**config.mk**
```make
export PLATFORM = sky130hd
export DESIGN_NAME = mem_port_arbiter
export DESIGN_NICKNAME = d
export VERILOG_FILES = /design/src/rtl/mem_arb_pkg.sv /design/src/rtl/mem_port_arbiter.sv
export SDC_FILE = /design/constraint.sdc
export NUM_CORES = 1
export LEC_CHECK = 0
export BUFFER_PORTS_ARGS = -buffer_cell sky130_fd_sc_hd__buf_4
export CAP_MARGIN = 0
export CORE_MARGIN = 3
export CORE_UTILIZATION = 46
export DETAILED_ROUTE_END_ITERATION = 8
export PLACE_DENSITY = 0.91
export SETUP_SLACK_MARGIN = 0.02
export SKIP_LAST_GASP = 1
export SLEW_MARGIN = 15
export SYNTH_ARGS = -nofsm -noshare
export SYNTH_HDL_FRONTEND = slang
export SYNTH_SLANG_ARGS = --single-unit
```
**constraint.sdc**
```tcl
create_clock -name clk -period 2.5 [get_ports clk]
set_clock_uncertainty 0.05 [all_clocks]
set_input_delay 0.5 -clock clk [delete_from_list [all_inputs] [get_ports clk]]
set_output_delay 0.5 -clock clk [all_outputs]
set_load 0.1 [all_outputs]
```
**src/rtl/mem_arb_pkg.sv**
```systemverilog
// Shared definitions for the instruction/data memory port arbiter.
package mem_arb_pkg;

    localparam int MEM_ARB_ADDR_W     = 32;
    localparam int MEM_ARB_DATA_W     = 32;
    localparam int MEM_ARB_STARVE_MAX = 4;

    typedef enum logic [1:0] {
        IDLE   = 2'd0,
        BUSY_I = 2'd1,
        BUSY_D = 2'd2
    } arb_state_e;

endpackage

```
**src/rtl/mem_port_arbiter.sv**
```systemverilog
// Arbitrates an instruction-fetch port and a data load/store port onto one
// single-outstanding memory interface, data first with bounded fetch starvation.
//
// state  | meaning
// -------+-----------------------------------------------------------
// IDLE   | no transaction outstanding; pick a requester
// BUSY_I | fetch issued on the memory port, waiting for m_ack
// BUSY_D | load/store issued on the memory port, waiting for m_ack
module mem_port_arbiter
    import mem_arb_pkg::*;
#(
    parameter int ADDR_W     = MEM_ARB_ADDR_W,
    parameter int DATA_W     = MEM_ARB_DATA_W,
    parameter int STARVE_MAX = MEM_ARB_STARVE_MAX
) (
    input  logic              clk,
    input  logic              rst,

    input  logic              i_read_en,
    input  logic [ADDR_W-1:0] i_addr,
    output logic [DATA_W-1:0] i_instr_out,
    output logic              i_stall,

    input  logic              d_read_en,
    input  logic              d_write_en,
    input  logic [ADDR_W-1:0] d_addr,
    input  logic [DATA_W-1:0] d_write_data,
    output logic [DATA_W-1:0] d_data_out,
    output logic              d_stall,

    output logic              m_req,
    output logic              m_we,
    output logic [ADDR_W-1:0] m_addr,
    output logic [DATA_W-1:0] m_wdata,
    input  logic [DATA_W-1:0] m_rdata,
    input  logic              m_ack
);

    localparam int SW = (STARVE_MAX < 1) ? 1 : $clog2(STARVE_MAX + 1);
    localparam logic [SW-1:0] STREAK_MAX = SW'(STARVE_MAX);

    arb_state_e        state_q, state_d;
    logic [ADDR_W-1:0] addr_q, addr_d;
    logic [DATA_W-1:0] wdata_q, wdata_d;
    logic              we_q, we_d;
    logic [DATA_W-1:0] instr_q, instr_d;
    logic [DATA_W-1:0] dout_q, dout_d;
    logic              i_done_q, i_done_d;
    logic              d_done_q, d_done_d;
    logic [SW-1:0]     streak_q, streak_d;

    logic              d_any;
    logic              i_forced;

    assign d_any    = d_read_en | d_write_en;
    assign i_forced = i_read_en && (streak_q == STREAK_MAX);

    always_ff @(posedge clk) begin
        if (rst) begin
            state_q  <= IDLE;
            addr_q   <= '0;
            wdata_q  <= '0;
            we_q     <= 1'b0;
            instr_q  <= '0;
            dout_q   <= '0;
            i_done_q <= 1'b0;
            d_done_q <= 1'b0;
            streak_q <= '0;
        end else begin
            state_q  <= state_d;
            addr_q   <= addr_d;
            wdata_q  <= wdata_d;
            we_q     <= we_d;
            instr_q  <= instr_d;
            dout_q   <= dout_d;
            i_done_q <= i_done_d;
            d_done_q <= d_done_d;
            streak_q <= streak_d;
        end
    end

    always_comb begin
        state_d  = state_q;
        addr_d   = addr_q;
        wdata_d  = wdata_q;
        we_d     = we_q;
        instr_d  = instr_q;
        dout_d   = dout_q;
        i_done_d = 1'b0;
        d_done_d = 1'b0;
        streak_d = streak_q;

        case (state_q)
            IDLE: begin
                if (!i_read_en) begin
                    streak_d = '0;
                end
                // Priority is decided on the raw enables; a winner still showing
                // its done pulse is vetoed and nobody is granted this cycle.
                if (d_any && !i_forced) begin
                    if (!d_done_q) begin
                        state_d = BUSY_D;
                        addr_d  = d_addr;
                        wdata_d = d_write_data;
                        we_d    = d_write_en;
                        if (i_read_en) begin
                            streak_d = streak_q + 1'b1;
                        end
                    end
                end else if (i_read_en && !i_done_q) begin
                    state_d  = BUSY_I;
                    addr_d   = i_addr;
                    wdata_d  = '0;
                    we_d     = 1'b0;
                    streak_d = '0;
                end
            end
            BUSY_I: begin
                if (m_ack) begin
                    instr_d  = m_rdata;
                    i_done_d = 1'b1;
                    state_d  = IDLE;
                end
            end
            BUSY_D: begin
                if (m_ack) begin
                    if (!we_q) begin
                        dout_d = m_rdata;
                    end
                    d_done_d = 1'b1;
                    state_d  = IDLE;
                end
            end
            default: begin
                state_d = IDLE;
            end
        endcase
    end

    assign m_req       = (state_q == BUSY_I) || (state_q == BUSY_D);
    assign m_we        = we_q;
    assign m_addr      = addr_q;
    assign m_wdata     = wdata_q;
    assign i_instr_out = instr_q;
    assign d_data_out  = dout_q;
    assign i_stall     = i_read_en & ~i_done_q;
    assign d_stall     = d_any & ~d_done_q;

endmodule

```
==> flow_summary.json, run 1 <==
{
  "status": "finished, final reports clean",
  "layout_commonest_cell": "buf_4",
  "n_fill_cell": 826,
  "stdcell_count": 989,
  "setup_violations": 0,
  "syn_nets": 730,
  "startpoint_type": "flip-flop",
  "final_cell_mix": "buf_4 (274), nand2_1 (166), dfxtp_1 (136), a21oi_1 (67), nor2_1 (37)",
  "power.density_mw_per_mm2": 1060,
  "portBuffers": 265,
  "ioPinCount": 266,
  "synthDistinctLibCells": 37,
  "period_needed_ps": 2280,
  "drt-wirelength-per-cell_um": 16.6,
  "numCtsBuffers": 17,
  "grt_max_degree": 75,
  "hold_violations": 0,
  "clock_latency_ps": 410,
  "die_y_um": 113,
  "r2r_start": "state_q[0]",
  "ys_seq_area_frac": 0.517,
  "ir_drop_v": 0.000825,
  "crit_required_ps": 2770,
  "vias": 5287,
  "worst_pin_slew_ps": 648,
  "ys.warnings.count": 0,
  "critPathCaptureType": "flip-flop",
  "finalPower_uw": 8390,
  "hold_start": "d_write_data[7]",
  "clock-sinks": 136,
  "slew_headroom": 0.568,
  "arrival_ps": 2540,
  "ant_nets": 0,
  "grt_remaining_overflow": 0,
  "worstPathMaxFanout": 66,
  "die_x_um": 113,
  "clockBufferDepth": 2,
  "syn2layout_area_growth_pct": 50.3,
  "drc": 0,
  "antenna_found_initial": 0,
  "slew_viol_final": 0,
  "cap_viol_max_count": 0,
  "hold_depth": 2,
  "worstSetupPathType": "flip-flop to flip-flop",
  "post_cts_buffers": 0,
  "r2r_slack_ps": 220,
  "drt-pass1-iter-count": 4,
  "wl_um": 16400,
  "syn-cell-area_mm2": 0.00527,
  "cts_tree": "built",
  "hold_end": "m_wdata[7]",
  "die_area_mm2": 0.0128,
  "dp_hpwl_um": 11300,
  "fin_tns_setup_ps": 0,
  "start_util": 0.478,
  "grt_use_total": 0.251,
  "p_leak_uw": 0.00346,
  "grt_setup_unrepaired": "false",
  "num-nets-final": 976,
  "yosys_register_bits": 136,
  "avgSynthCellArea_um2": 8.92,
  "cts_resized": 0,
  "fmax_mhz": 439,
  "hold_buffers": 0,
  "grt_first_pass_wirelength_um": 25700,
  "drt-initial-drc-count": 460,
  "place.gp.congestion": 0.807,
  "clk_pin_slew_ps": 60,
  "regToRegEndpoint": "m_addr[0]",
  "insertedDiodeCount": 0,
  "rows": 38,
  "layout-drive-gt1-share": 0.404,
  "rr_worst_depth": 7,
  "whs_ps": 251,
  "htreeDepth": 4,
  "place_inst": 958,
  "grt_pass1_vias": 5135,
  "ctsRootBufferMaster": "clkbuf_16",
  "core_mm2": 0.0110,
  "via_per_inst": 5.35,
  "hold_path.class": "primary input to flip-flop",
  "synth_cells": 591,
  "min_period_over_period": 0.912
}
cell families (layout without fill, tap and decap cells):
family | Yosys count | count (layout) | share of synthesized area
AOI/OAI and AO/OA | 145 | 145 | 0.226
DFF | 136 | 136 | 0.517
buffers and inverters | 53 | 311 | 0.0468
adders and majority gates | 5 | 5 | 0.0119
and+or+nand+nor | 252 | 252 | 0.199
cells in the mapped netlist:
master     instances  area [µm²]
nand2_1          166         623
dfxtp_1          136        2720
a31oi_1            2        12.5
nor2_1            38         143
a21boi_0           1        7.51
and2_1             1        6.26
or2_1              1        6.26
and3b_1            1        8.76
o31ai_1            1        7.51
buf_6              4        45.0
a211oi_1           1        7.51
inv_1              4        15.0
a32o_2             1        11.3
buf_4              1        7.51
buf_2             11        55.1
nand3_1           33         165
a41oi_1            1        8.76
a311oi_1           3        26.3
a22o_1            32         280
clkbuf_1          30         113
a21oi_1           67         335
nand2b_1           3        18.8
or2_2              1        6.26
nand3_2            1        10.0
or4b_2             1        10.0
and2b_1            1        7.51
buf_1              3        11.3
o211ai_1           2        15.0
nor2b_1            1        6.26
nor2_4             1        11.3
o2bb2ai_1          2        17.5
nor3b_2            1        12.5
a311oi_2          30         450
o21ai_0            2        10.0
nor4b_1            1        8.76
nor3_1             1        5.00
ha_1               5        62.6
worst max-delay path by stage:
stage           startpoint          end  slack (ps)  cells after the start
5_1_grt        streak_q[0]  m_wdata[12]          80                      8
2_1_floorplan   d_write_en      d_stall         140                      2
3_3_place_gp     d_read_en    m_addr[3]         300                      6
6_report        state_q[0]    m_addr[0]         220                      7
4_1_cts         state_q[0]    m_addr[0]          60                      7
3_5_place_dp    state_q[0]    m_addr[0]         150                      7
where the power goes:
| group | switching [µW] | total [µW] | internal [µW] |
|---|---|---|---|
| Clock | 894 | 2530 | 1630 |
| Combinational | 2510 | 3280 | 772 |
| Sequential | 153 | 2590 | 2430 |
state kept, by name, summed over array words and instances, names as in the netlist:
signal / cells
i_done_q: 1
i_instr_out: 32
d_done_q: 1
m_we: 1
m_addr: 32
m_wdata: 32
streak_q: 3
d_data_out: 32
state_q: 2
final cells by class:
cell class	instances	area [µm²]	area share
Clock buffer	22	474	0.0599
Clock inverter	9	123	0.0155
Inverter	4	15.0	0.00190
Multi-Input combinational cell	402	2320	0.293
Sequential cell	136	2720	0.344
Tap cell	140	175	0.0221
Timing Repair Buffer	276	2090	0.264
per-stage QoR:
| step | setup WS (ps) | cell area, µm² | util |
|---|---|---|---|
| 2_1_floorplan | 143 | 5270 | - |
| 3_3_place_gp | 295 | 7320 | 0.664 |
| 3_5_place_dp | 153 | 7320 | 0.664 |
| 4_1_cts | 63.7 | 7920 | 0.718 |
| 5_1_grt | 79.0 | 7920 | 0.718 |
| 6_report | 220 | 7920 | 0.718 |
critical path, cell delays in order (launching register included):
cell	delay, ps
dfxtp_1	320
inv_1	80
ha_1	300
and2b_1	240
a32o_4	240
buf_6	460
nor2_1	140
a311oi_2	300
per-layer routing:
| layer | vias up | wire (µm) | GRT usage |
|---|---|---|---|
| met1 | 2495 | 6300 | 0.285 |
| met2 | 229 | 8380 | 0.432 |
| li1 | 2529 | - | - |
| met5 | - | 0 | 0 |
| met3 | 34 | 1310 | 0.0866 |
| met4 | 0 | 395 | 0.0978 |
Power figures use the tool's default switching activity.
==> inputs of run 2 (changes only) <==
- ABC_AREA: not set -> 1
- CORE_MARGIN: 3 -> 2
==> run 2 against run 1 <==
Net effect:
- highest routed layer unchanged
- register-to-register slack improved by 370 ps
- worst setup slack improved by 260 ps
- total power increased by 3.2%
- utilization decreased by 1.8 points
- design area increased by 0.13%
- critical path type is now flip-flop to output port
- sequential cell count unchanged
- critical path depth decreased by 4
- area after synthesis increased by 0.45%
- sequential power about the same
- non-clock buffer count decreased by 1
- global-route usage decreased by 0.26 points
- routed wire length decreased by 4.9%
==> flow_summary.json, run 2 <==
{
  "path_delay_family": "buffers and inverters",
  "fin_tns_setup_ps": 0,
  "synthArstFlopShare": 0,
  "die_x_um": 111,
  "yosysTopAreaCell": "dfxtp_1",
  "clock-sinks": 136,
  "drt-pass1-iter-count": 5,
  "regToRegEndpoint": "m_wdata[28]",
  "ys_seq_area_frac": 0.514,
  "grt_max_degree": 67,
  "syn_nets": 869,
  "synth_most_common_cell": "nand2_1",
  "power.density_mw_per_mm2": 1090,
  "ys.flop_type": "dfxtp_1",
  "setup_violations": 0,
  "multi_input_area_mm2": 0.00226,
  "ir_drop_v": 0.000731,
  "clock_latency_ps": 410,
  "ys.warnings.count": 0,
  "cts_tree": "built",
  "rr_worst_depth": 7,
  "synth_edf_count": 0,
  "vias": 5593,
  "r2r_slack_ps": 590,
  "drt-initial-drc-count": 362,
  "critPathMaxStageDelay_ps": 370,
  "antenna_found_initial": 0,
  "grt_first_pass_wirelength_um": 25100,
  "layout_commonest_cell": "buf_4",
  "synth_cells": 730,
  "synth_common_cells": "nand2_1 (238), dfxtp_1 (136), nor2_1 (134)",
  "cts_resized": 0,
  "worst_pin_slew_ps": 576,
  "slew_viol_final": 0,
  "post_cts_buffers": 0,
  "drt-wirelength-per-cell_um": 13.8,
  "worstSetupEndpoint": "m_req",
  "grt_remaining_overflow": 0,
  "fmax_mhz": 494,
  "worst-path-buf-inv": 2,
  "portBuffers": 265,
  "core_mm2": 0.0113,
  "hold_buffers": 0,
  "ctsRootBufferMaster": "clkbuf_16",
  "via_per_inst": 4.94,
  "period_needed_ps": 2020,
  "crit_chain": "inv_1 > ha_1 > buf_4",
  "rows": 39,
  "wl_um": 15600,
  "grt_use_total": 0.248,
  "clk_pin_slew_ps": 60,
  "num-nets-final": 1117,
  "hold_violations": 0,
  "syn2layout_area_growth_pct": 49.8,
  "start_util": 0.468,
  "arrival_ps": 1470,
  "regArea_mm2": 0.00272,
  "avgSynthCellArea_um2": 7.25,
  "synth_top_area_share": 0.514,
  "syn-cell-area_mm2": 0.00529,
  "cap_viol_max_count": 0,
  "die_y_um": 111,
  "worstSetupPathType": "flip-flop to output port",
  "critPathCaptureType": "output port",
  "final_cell_mix": "buf_4 (273), nand2_1 (238), dfxtp_1 (136), nor2_1 (133), a21oi_1 (70)",
  "hold_path.class": "primary input to flip-flop",
  "dp_hpwl_um": 10800,
  "cp.depth": 3,
  "insertedDiodeCount": 0,
  "slew_headroom": 0.615,
  "layout-drive-gt1-share": 0.317,
  "yosys_register_bits": 136,
  "post-route-util": 0.700,
  "status": "finished, final reports clean",
  "clockBufferDepth": 2,
  "htreeDepth": 4,
  "n_fill_cell": 953,
  "crit_start": "state_q[0]",
  "startpoint_type": "flip-flop",
  "min_period_over_period": 0.810,
  "worstPathMaxFanout": 3,
  "crit_required_ps": 1950,
  "cp_slowest_cell": "dfxtp_1",
  "synthDistinctLibCells": 19,
  "numCtsBuffers": 17,
  "grt_pass1_vias": 5332,
  "grt_setup_unrepaired": "false",
  "r2r_start": "state_q[0]",
  "ant_nets": 0,
  "p_leak_uw": 0.00387,
  "die_area_mm2": 0.0124,
  "ioPinCount": 266,
  "synthTopCellsByArea": "dfxtp_1 (51%), nand2_1 (17%), nor2_1 (9.5%)",
  "whs_ps": 266,
  "place.gp.congestion": 0.800,
  "drc": 0
}
## run 2: cell count changes in the layout (fill, tap and decap cells not counted), sizes merged, moves of 3 or more
cell	change
a21oi	+4
a22o	-32
a311oi	-33
inv	+15
nand2	+74
nand2b	-3
nand3	-27
nor2	+96
o21ai	+65
## run 2: stage by stage
| step | cells | total power [µW] | worst slack, ps | instance area (µm²) |
|---|---|---|---|---|
| after floorplan | 730 | 5380 | 201 | 5300 |
| after global placement | 1102 | 6110 | 581 | 7320 |
| after detailed placement | 1102 | 6150 | 525 | 7320 |
| after CTS | 1133 | 8710 | 445 | 7930 |
| after global routing | 1133 | 9010 | 393 | 7930 |
| final | 1133 | 8660 | 476 | 7930 |
## run 2: power by group
| group | internal [µW] | switching [µW] | total, µW | leakage (µW) |
|---|---|---|---|---|
| registers | 2450 | 153 | 2600 | 0.00111 |
| clock network | 1670 | 877 | 2540 | 0.000296 |
| logic | 763 | 2750 | 3510 | 0.00246 |
## run 2: per-layer routing
layer,track usage,wire [µm],vias up
li1,-,-,2801
met1,0.282,6150,2526
met2,0.426,7760,231
met3,0.0809,1330,35
met4,0.108,350,0
met5,0,0,-
## run 2: area by class of cell
class                           count  area share
Tap cell                          143      0.0226
Timing Repair Buffer              275       0.263
Clock inverter                      7      0.0147
Multi-Input combinational cell    529       0.285
Sequential cell                   136       0.343
Inverter                           19     0.00899
Clock buffer                       24      0.0620
## run 2: tightest hold or removal path, cell delays in order
cell and delay [ps]:
buf_4 80, nor2_1 30, nor2_1 80
## run 2: logic make-up after synthesis
kind of cell	count (synthesis)	synth area share
buffers and inverters	65	0.0600
AOI/OAI and AO/OA	139	0.132
adders and majority gates	5	0.0118
DFF	136	0.514
and+or+nand+nor	385	0.282
## run 2: how the worst min path moves through the flow
stage / slack, ps / from / depth (start not counted) / end
floorplan: 400 / streak_q[0] / 1 / streak_q[0]
global placement: 400 / m_wdata[25] / 2 / m_wdata[25]
detailed placement: 410 / m_wdata[4] / 2 / m_wdata[4]
CTS: 250 / m_rdata[10] / 3 / d_data_out[10]
global route: 260 / m_rdata[15] / 3 / d_data_out[15]
finish: 270 / m_rdata[10] / 3 / d_data_out[10]
==> inputs of run 3 (changes only) <==
- clock period: 2.5 -> 2 ns (I/O delays scaled with it)
==> run 3 against run 2 <==
Net effect:
- design area rose by 0.80%
- die area did not move
- critical path depth did not move
- via count fell by 0.11%
- total power rose by 25%
- critical endpoint unchanged
- clock-buffer cell count fell by 6
==> flow_summary.json, run 3 (synthesis results as in run 2) <==
{
  "status": "finished, final reports clean",
  "vias": 5587,
  "post_cts_buffers": 0,
  "power.density_mw_per_mm2": 1360,
  "via_per_inst": 4.91,
  "critPathMaxStageDelay_ps": 350,
  "layout-drive-gt1-share": 0.322,
  "cap_viol_max_count": 0,
  "worstPathMaxFanout": 3,
  "hold_violations": 0,
  "p_comb_frac": 0.408,
  "min_period_over_period": 0.947,
  "worstSetupPathType": "flip-flop to output port",
  "p_sw_uw": 4840,
  "fin_area_mm2": 0.00799,
  "ant_nets": 0,
  "dp_hpwl_um": 10900,
  "htreeDepth": 4,
  "grt_first_pass_wirelength_um": 25700,
  "ir_drop_v": 0.000769,
  "portBuffers": 265,
  "clock-sinks": 136,
  "grt_use_total": 0.254,
  "preCtsSetupSlack_ps": 87.9,
  "wl_um": 15900,
  "worst_pin_slew_ps": 366,
  "clk_pin_slew_ps": 60,
  "period_needed_ps": 1890,
  "slew_headroom": 0.756,
  "slew_viol_final": 0,
  "switching_share": 0.446,
  "start_util": 0.468,
  "power_frac_seq": 0.299,
  "grt_remaining_overflow": 0,
  "whs_ps": 173,
  "layout_setup_ws_ps": 106,
  "core_mm2": 0.0113,
  "numCtsBuffers": 17,
  "drc": 0,
  "ioPinCount": 266,
  "setup_violations": 0,
  "grt-busiest-layer": "met2",
  "worst-path-buf-inv": 2,
  "grt_max_degree": 71,
  "path_delay_family": "buffers and inverters",
  "fmax_mhz": 528,
  "global_route.usage.met2": 0.439,
  "clockBufferDepth": 2,
  "arrival_ps": 1440,
  "insertedDiodeCount": 0,
  "crit_chain": "inv_1 > ha_1 > buf_4",
  "p_int_uw": 6020,
  "dpl_cell_area_mm2": 0.00739,
  "die_x_um": 111,
  "clock_latency_ps": 400,
  "clock_power_share": 0.292,
  "drt-initial-drc-count": 469,
  "hold_path.class": "primary input to flip-flop",
  "grt_setup_unrepaired": "true",
  "n_fill_cell": 931,
  "final_cell_mix": "buf_4 (273), nand2_1 (238), dfxtp_1 (136), nor2_1 (133), a21oi_1 (70)",
  "post-route-util": 0.706,
  "antenna_found_initial": 0,
  "cts_tree": "built",
  "syn2layout_area_growth_pct": 51.0,
  "p_leak_uw": 0.00389,
  "drt-wirelength-per-cell_um": 13.9,
  "startpoint_type": "flip-flop",
  "cp_slowest_cell": "dfxtp_1",
  "use_met1": 0.300,
  "fin_tns_setup_ps": 0,
  "num-nets-final": 1120,
  "place.gp.congestion": 0.866,
  "rows": 39,
  "grt_pass1_vias": 5365,
  "critPathCaptureType": "output port",
  "ctsRootBufferMaster": "clkbuf_16",
  "die_area_mm2": 0.0124,
  "layout_commonest_cell": "buf_4",
  "drt-pass1-iter-count": 5,
  "grt_use_met3": 0.0651,
  "crit_required_ps": 1550,
  "die_y_um": 111
}
==> run 3: cell count changes in the layout (fill, tap and decap cells not counted), sizes merged <==
cell,delta
inv,+2
clkinv,+3
clkinvlp,+2
clkbuf,-6
buf,+3
==> run 3: layer usage <==
layer | vias up | part of all wire
met5 | - | 0
met4 | 0 | 0.028
met3 | 34 | 0.071
met2 | 230 | 0.50
met1 | 2520 | 0.41
li1 | 2803 | -
==> run 3: layout make-up <==
type                       count  area, µm²  share of cell area
clock inverter                14        175              0.0219
inverter                      19       73.8             0.00923
multi-input combinational    529       2260               0.283
sequential                   136       2720               0.341
timing repair buffer         278       2150               0.269
tap                          143        179              0.0224
clock buffer                  18        429              0.0537
==> run 3: worst paths after layout <==
kind / cells past startpoint / slack (ps) / endpoint / from
worst min-delay path: 3 / 170 / d_data_out[10] / m_rdata[10]
worst max-delay path: 3 / 110 / m_req / state_q[0]
worst min register to register: 2 / 410 / m_wdata[10] / m_wdata[10]
worst max register to register: 8 / 160 / m_wdata[7] / streak_q[0]
==> run 3: worst min-delay path, delay by kind of cell <==
family	cells	cell delay [ps]
buffers and inverters	1	80
and+or+nand+nor	2	110
==> run 3: power groups by stage <==
stage	registers, µW	clock network, µW	logic, µW
finish	3250	3170	4430
global route	3290	3360	4640
CTS	3250	3230	4440
detailed placement	3300	0	4430
global placement	3290	0	4400
floorplan	5630	0	1100
==> run 3: what timing repair did <==
action	CTS	global route
setup endpoints to repair	0	32
gates resized for setup	0	2
hold buffers	0	0
==> run 3: metrics by stage <==
stage,power [µW],std cells
3_5_place_dp,7730,1105
4_1_cts,10900,1137
3_3_place_gp,7680,1105
5_1_grt,11300,1137
2_1_floorplan,6730,730
6_report,10900,1137
